[src/rtl/wb_cmd_master.sv]
// Wishbone pipelined-mode initiator: one valid/ready command becomes one bus transaction, answered on a valid/ready response port.
// Optional abort-on-timeout is enabled by defining WBM_TIMEOUT_EN.
module wb_cmd_master #(
  parameter int unsigned TIMEOUT_CYCLES = 255
) (
  input  logic        clk,
  input  logic        reset,
  input  logic        cmd_valid,
  output logic        cmd_ready,
  input  logic        cmd_we,
  input  logic [31:0] cmd_addr,
  input  logic [31:0] cmd_data,
  output logic        rsp_valid,
  input  logic        rsp_ready,
  output logic [31:0] rsp_data,
  output logic        rsp_err,
  output logic        busy,
  output logic        o_wb_cyc,
  output logic        o_wb_stb,
  output logic        o_wb_we,
  output logic [31:0] o_wb_addr,
  output logic [31:0] o_wb_data,
  input  logic        i_wb_ack,
  input  logic        i_wb_stall,
  input  logic [31:0] i_wb_data
);

  if (TIMEOUT_CYCLES < 2) begin : g_bad_timeout
    $error("wb_cmd_master: TIMEOUT_CYCLES must be >= 2");
  end

  typedef enum logic [1:0] {S_IDLE, S_REQ, S_WAIT, S_RESP} state_e;

  state_e      state_q, state_d;
  logic        cyc_q, cyc_d;
  logic        stb_q, stb_d;
  logic        we_q, we_d;
  logic [31:0] addr_q, addr_d;
  logic [31:0] wdata_q, wdata_d;
  logic        rsp_valid_q, rsp_valid_d;
  logic [31:0] rsp_data_q, rsp_data_d;
  logic        done_s;
  logic        tmo_s;
  logic        tmo_hit_s;

`ifdef WBM_TIMEOUT_EN
  localparam int unsigned CNT_W = $clog2(TIMEOUT_CYCLES + 1);

  logic [CNT_W-1:0] cnt_q, cnt_d;
  logic             rsp_err_q, rsp_err_d;

  assign tmo_hit_s = (cnt_q == CNT_W'(TIMEOUT_CYCLES - 1));
  assign rsp_err   = rsp_err_q;

  // Counter runs only while a bus cycle is open; it restarts from zero for every command.
  always_comb begin
    cnt_d     = '0;
    rsp_err_d = rsp_err_q;
    if ((state_q == S_REQ) || (state_q == S_WAIT)) begin
      cnt_d = cnt_q + CNT_W'(1);
    end else begin
      cnt_d = '0;
    end
    if (tmo_s) begin
      rsp_err_d = 1'b1;
    end else if (done_s) begin
      rsp_err_d = 1'b0;
    end else begin
      rsp_err_d = rsp_err_q;
    end
  end

  // Timeout counter and error flag registers.
  always_ff @(posedge clk) begin
    if (reset) begin
      cnt_q     <= '0;
      rsp_err_q <= 1'b0;
    end else begin
      cnt_q     <= cnt_d;
      rsp_err_q <= rsp_err_d;
    end
  end
`else
  assign tmo_hit_s = 1'b0;
  assign rsp_err   = 1'b0;
`endif

  assign cmd_ready = (state_q == S_IDLE);
  assign busy      = (state_q != S_IDLE);
  assign o_wb_cyc  = cyc_q;
  assign o_wb_stb  = stb_q;
  assign o_wb_we   = we_q;
  assign o_wb_addr = addr_q;
  assign o_wb_data = wdata_q;
  assign rsp_valid = rsp_valid_q;
  assign rsp_data  = rsp_data_q;

  // Next-state and output logic; acks outside REQ/WAIT fall through untouched.
  always_comb begin
    state_d     = state_q;
    cyc_d       = cyc_q;
    stb_d       = stb_q;
    we_d        = we_q;
    addr_d      = addr_q;
    wdata_d     = wdata_q;
    rsp_valid_d = rsp_valid_q;
    rsp_data_d  = rsp_data_q;
    done_s      = 1'b0;
    tmo_s       = 1'b0;

    case (state_q)
      S_IDLE: begin
        if (cmd_valid) begin
          we_d    = cmd_we;
          addr_d  = cmd_addr;
          wdata_d = cmd_data;
          cyc_d   = 1'b1;
          stb_d   = 1'b1;
          state_d = S_REQ;
        end else begin
          state_d = S_IDLE;
        end
      end
      S_REQ: begin
        if (!i_wb_stall && i_wb_ack) begin
          done_s = 1'b1;
        end else if (tmo_hit_s) begin
          tmo_s = 1'b1;
        end else if (!i_wb_stall) begin
          stb_d   = 1'b0;
          state_d = S_WAIT;
        end else begin
          state_d = S_REQ;
        end
      end
      S_WAIT: begin
        if (i_wb_ack) begin
          done_s = 1'b1;
        end else if (tmo_hit_s) begin
          tmo_s = 1'b1;
        end else begin
          state_d = S_WAIT;
        end
      end
      S_RESP: begin
        if (rsp_ready) begin
          rsp_valid_d = 1'b0;
          state_d     = S_IDLE;
        end else begin
          state_d = S_RESP;
        end
      end
      default: begin
        cyc_d       = 1'b0;
        stb_d       = 1'b0;
        rsp_valid_d = 1'b0;
        state_d     = S_IDLE;
      end
    endcase

    // Both exits close the bus cycle and present a response; an ack beats expiry above.
    if (done_s) begin
      cyc_d       = 1'b0;
      stb_d       = 1'b0;
      rsp_data_d  = we_q ? 32'h0000_0000 : i_wb_data;
      rsp_valid_d = 1'b1;
      state_d     = S_RESP;
    end else if (tmo_s) begin
      cyc_d       = 1'b0;
      stb_d       = 1'b0;
      rsp_data_d  = 32'h0000_0000;
      rsp_valid_d = 1'b1;
      state_d     = S_RESP;
    end else begin
      rsp_data_d  = rsp_data_d;
    end
  end

  // State and registered outputs.
  always_ff @(posedge clk) begin
    if (reset) begin
      state_q     <= S_IDLE;
      cyc_q       <= 1'b0;
      stb_q       <= 1'b0;
      we_q        <= 1'b0;
      addr_q      <= 32'h0000_0000;
      wdata_q     <= 32'h0000_0000;
      rsp_valid_q <= 1'b0;
      rsp_data_q  <= 32'h0000_0000;
    end else begin
      state_q     <= state_d;
      cyc_q       <= cyc_d;
      stb_q       <= stb_d;
      we_q        <= we_d;
      addr_q      <= addr_d;
      wdata_q     <= wdata_d;
      rsp_valid_q <= rsp_valid_d;
      rsp_data_q  <= rsp_data_d;
    end
  end

endmodule

[config.mk]
export PLATFORM = sky130hd
export DESIGN_NAME = wb_cmd_master
export DESIGN_NICKNAME = d
export VERILOG_FILES = /design/src/rtl/wb_cmd_master.sv
export SDC_FILE = /design/constraint.sdc
export NUM_CORES = 1
export LEC_CHECK = 0
export CAP_MARGIN = 25
export CORE_MARGIN = 2
export CORE_UTILIZATION = 30
export DETAILED_ROUTE_END_ITERATION = 16
export GPL_TIMING_DRIVEN = 0
export PLACE_DENSITY = 0.71
export SKIP_LAST_GASP = 1
export SLEW_MARGIN = 10
export SYNTH_ARGS = -nofsm -noshare
export SYNTH_HDL_FRONTEND = slang
export SYNTH_SLANG_ARGS = --single-unit
[constraint.sdc]
create_clock -name clk -period 2.05 [get_ports clk]
set_input_delay 0.5125 -clock clk [delete_from_list [all_inputs] [get_ports clk]]
set_output_delay 0.5125 -clock clk [all_outputs]
set_load 0.05 [all_outputs]
==> flow_metrics.py <==
metrics = {
    "yosys": {
        "synth_nets": 576,
        "ys_seq_elements": 102,
        "synth.distinct_cells": 30,
        "syn_area_sq_um": 3850,
        "synth-adder-area-share": 0.0195,
        "yosys_warnings": 0,
        "synth_cells": 467,
        "synth_top_family_by_area": "simple AND/OR/NAND/NOR gates",
        "synth-xor-area-share": 0,
        "synth_compound_area_frac": 0.156,
        "seq_area_frac_synth": 0.530,
        "synthTopCellsByArea": "dfxtp_1 (53%), nand2_1 (16%), a21oi_1 (13%)",
        "syn_area_per_cell_sq_um": 8.25,
        "synth_top_area_cell": "dfxtp_1",
        "synth_top_area_share": 0.530,
        "yosys.area_share.simple": 0.242,
        "synth_mux_area_frac": 0,
    },
    "setup_path": {
        "worstSetupEndpointType": "primary output",
        "max_stage_delay_ps": 810,
        "crit_chain": "clkdlybuf4s50_1",
        "cp_max_fo": 2,
        "regToRegSetupSlack_ps": 200,
        "crit_path_start_kind": "flip-flop",
        "r2r-end": "o_wb_addr[2]$_SDFFE_PP0P_",
        "path_class": "reg2out",
        "cp_data_arrival_time_ps": 1510,
        "worst_r2r_path_depth": 7,
        "critPathSlowestCell": "clkdlybuf4s50_1",
        "critPathTopFamily": "buffers and inverters",
        "r2r_start": "state_q[1]$_SDFFE_PP0P_",
        "required_ps": 1540,
        "cp_num_buf_inv": 1,
    },
    "grt": {
        "grt_overflow_total": 0,
        "grt_use_total": 0.176,
        "grt_pass1_wl_um": 19500,
        "grt_max_degree": 18,
        "grt_pass1_vias": 3921,
        "antenna_found_initial": 0,
    },
    "hold_path": {
        "min_delay_path_depth": 2,
        "hp-class": "reg2reg",
        "min_to": "rsp_data[10]$_SDFFE_PP0P_",
        "hold_start": "rsp_data[10]$_SDFFE_PP0P_",
    },
    "clock_tree": {
        "ctsHoldBuffers": 0,
        "cts-buffers-inserted": 9,
        "cts-root-buf": "clkbuf_16",
        "cts.clk_slew.worst_paths_ps": 70,
        "cts_buffer_depth": 2,
        "htree_levels": 3,
        "postCtsSetupRepairBufs": 0,
        "worst_skew_pair.late_latency_ps": 340,
        "clkSinkCount": 102,
        "cts_tree": "built",
    },
    "pwr": {
        "switching_share": 0.306,
        "power_frac_seq": 0.394,
        "p_leak_nw": 3.05,
        "switching_power_mw": 1.69,
        "clock_power_share": 0.352,
        "powerDensity_nw_per_um2": 846,
        "p_int_mw": 3.84,
        "peakVddDrop_mv": 0.504,
        "combPwrFrac": 0.254,
    },
    "floorplan": {
        "core_sq_um": 12600,
        "fp.dieH_um": 117,
        "die_w_um": 117,
        "io_pins": 206,
        "initial_utilization": 0.307,
        "rows": 41,
        "die-area_sq_um": 13800,
    },
    "place": {
        "dp.cells": 842,
        "place.gp.congestion": 0.760,
        "dp_hpwl_um": 9430,
        "place_ws_ps": -83.0,
        "numPortBuffers": 203,
        "placed_area_sq_um": 6100,
    },
    "layout": {
        "fin_nets": 790,
        "final_cell_area_sq_um": 6540,
        "finalNonFillerCells": 858,
        "drive_gt1_frac": 0.0612,
        "diodes": 0,
        "final_cell_mix": "nand2_1 (167), clkdlybuf4s50_1 (152), dfxtp_1 (102), a21oi_1 (99), dlymetal6s2s_1 (43)",
        "area_growth_pct": 69.7,
        "layout_commonest_cell": "nand2_1",
        "n_fill_cell": 1180,
        "fin_util": 0.520,
    },
    "drt": {
        "viasPerCell": 4.62,
        "drtPass1Iterations": 4,
        "via_count": 3965,
        "wl_um": 12500,
        "drc": 0,
        "ant_nets": 0,
        "drtIter0Drc": 176,
        "wl_per_cell_um": 14.6,
    },
    "sta": {
        "worst-slew-pin-transition_ps": 791,
        "setup_ws_ps": 29.9,
        "final.min_clock_period_ps": 2020,
        "finClkSkew_ps": 5.97,
        "rsz0062_at_grt": "false",
        "fmax_mhz": 495,
        "slew_headroom": 0.473,
        "final_hold_viol_count": 0,
        "finalCritPeriodShare": 0.985,
        "tns_ps": 0,
        "finalSetupViolations": 0,
        "drv_slew": 0,
    },
    "run_status": {
        "status": "completed",
    },
    "flow_run": {
        "maxCapViolCount": 0,
    },
}
[power by group through the flow]
stage | clock network, mW | logic, mW | registers, mW
6_report | 1.95 | 1.40 | 2.18
5_1_grt | 2.08 | 1.49 | 2.20
4_1_cts | 2.01 | 1.42 | 2.18
3_5_place_dp | 0 | 1.42 | 2.23
3_3_place_gp | 0 | 1.40 | 2.22
2_1_floorplan | 0 | 0.412 | 2.65
[worst max-delay path by stage]
stage                          startpoint       endpoint  cells after the start
3_3_place_gp      state_q[1]$_SDFFE_PP0P_           busy                      4
2_1_floorplan     state_q[0]$_SDFFE_PP0P_           busy                      3
5_1_grt        o_wb_data[12]$_SDFFE_PP0P_  o_wb_data[12]                      1
6_report       o_wb_data[17]$_SDFFE_PP0P_  o_wb_data[17]                      1
4_1_cts           state_q[1]$_SDFFE_PP0P_           busy                      4
3_5_place_dp      state_q[1]$_SDFFE_PP0P_           busy                      4
[worst min-delay path, cell delays in order, from the launching register on]
cell and delay [ps]:
dfxtp_1 310, nand2_1 50, a21oi_1 50
[through the flow]
step	power, mW	hold slack (ps)
after global routing	5.77	471
final	5.53	452
after floorplan	3.07	492
after CTS	5.61	454
after global placement	3.62	438
after detailed placement	3.65	444
[sequential cells by signal, summed over array words and instances (netlist names)]
signal,flops
rsp_data,32
state_q,2
o_wb_data,32
o_wb_stb,1
o_wb_cyc,1
o_wb_we,1
o_wb_addr,32
rsp_valid,1
[routing by layer]
layer	vias up	GRT usage	routed length, um
li1	1966	-	-
met1	1838	0.198	5100
met2	136	0.307	6280
met3	25	0.0554	826
met4	0	0.0776	322
met5	-	0	0
[layout make-up]
cell class	instances	area, sq um	area share
Clock inverter	7	120	0.0184
Multi-Input combinational cell	325	1610	0.247
Tap cell	172	215	0.0329
Timing Repair Buffer	203	2120	0.324
Buffer	35	183	0.0279
Clock buffer	9	225	0.0344
Inverter	5	18.8	0.00287
Sequential cell	102	2040	0.312
[repair_timing]
| action | CTS | global route |
|---|---|---|
| setup endpoints to repair | 8 | 59 |
| pin swaps | 0 | 0 |
| cloned | 0 | 0 |
| gates resized for setup | 12 | 53 |
[logic make-up after synthesis]
family | count (synthesis)
other | 1
DFF | 102
buffers and inverters | 40
adders and majority gates | 6
AOI/OAI and AO/OA | 110
and+or+nand+nor | 208
[Yosys cell counts]
cell type and count:
buf_2 8, a221oi_1 1, nand2_1 167, buf_6 3
nor3b_1 1, o21a_4 1, and2_1 1, dfxtp_1 102
o21ai_0 1, clkbuf_1 20, buf_4 4, conb_1 1
nand2b_1 1, a221o_2 1, nand3_1 1, nor2_1 1
o211ai_1 1, inv_1 5, nand2b_4 1, nand3b_1 32
a211oi_1 1, a21o_1 1, nor2b_4 1, o21ai_2 1
a21oi_1 99, a221o_1 1, a311oi_1 1, ha_1 6
nor3_1 2, a21oi_4 1
(Power assumes the default switching activity.)
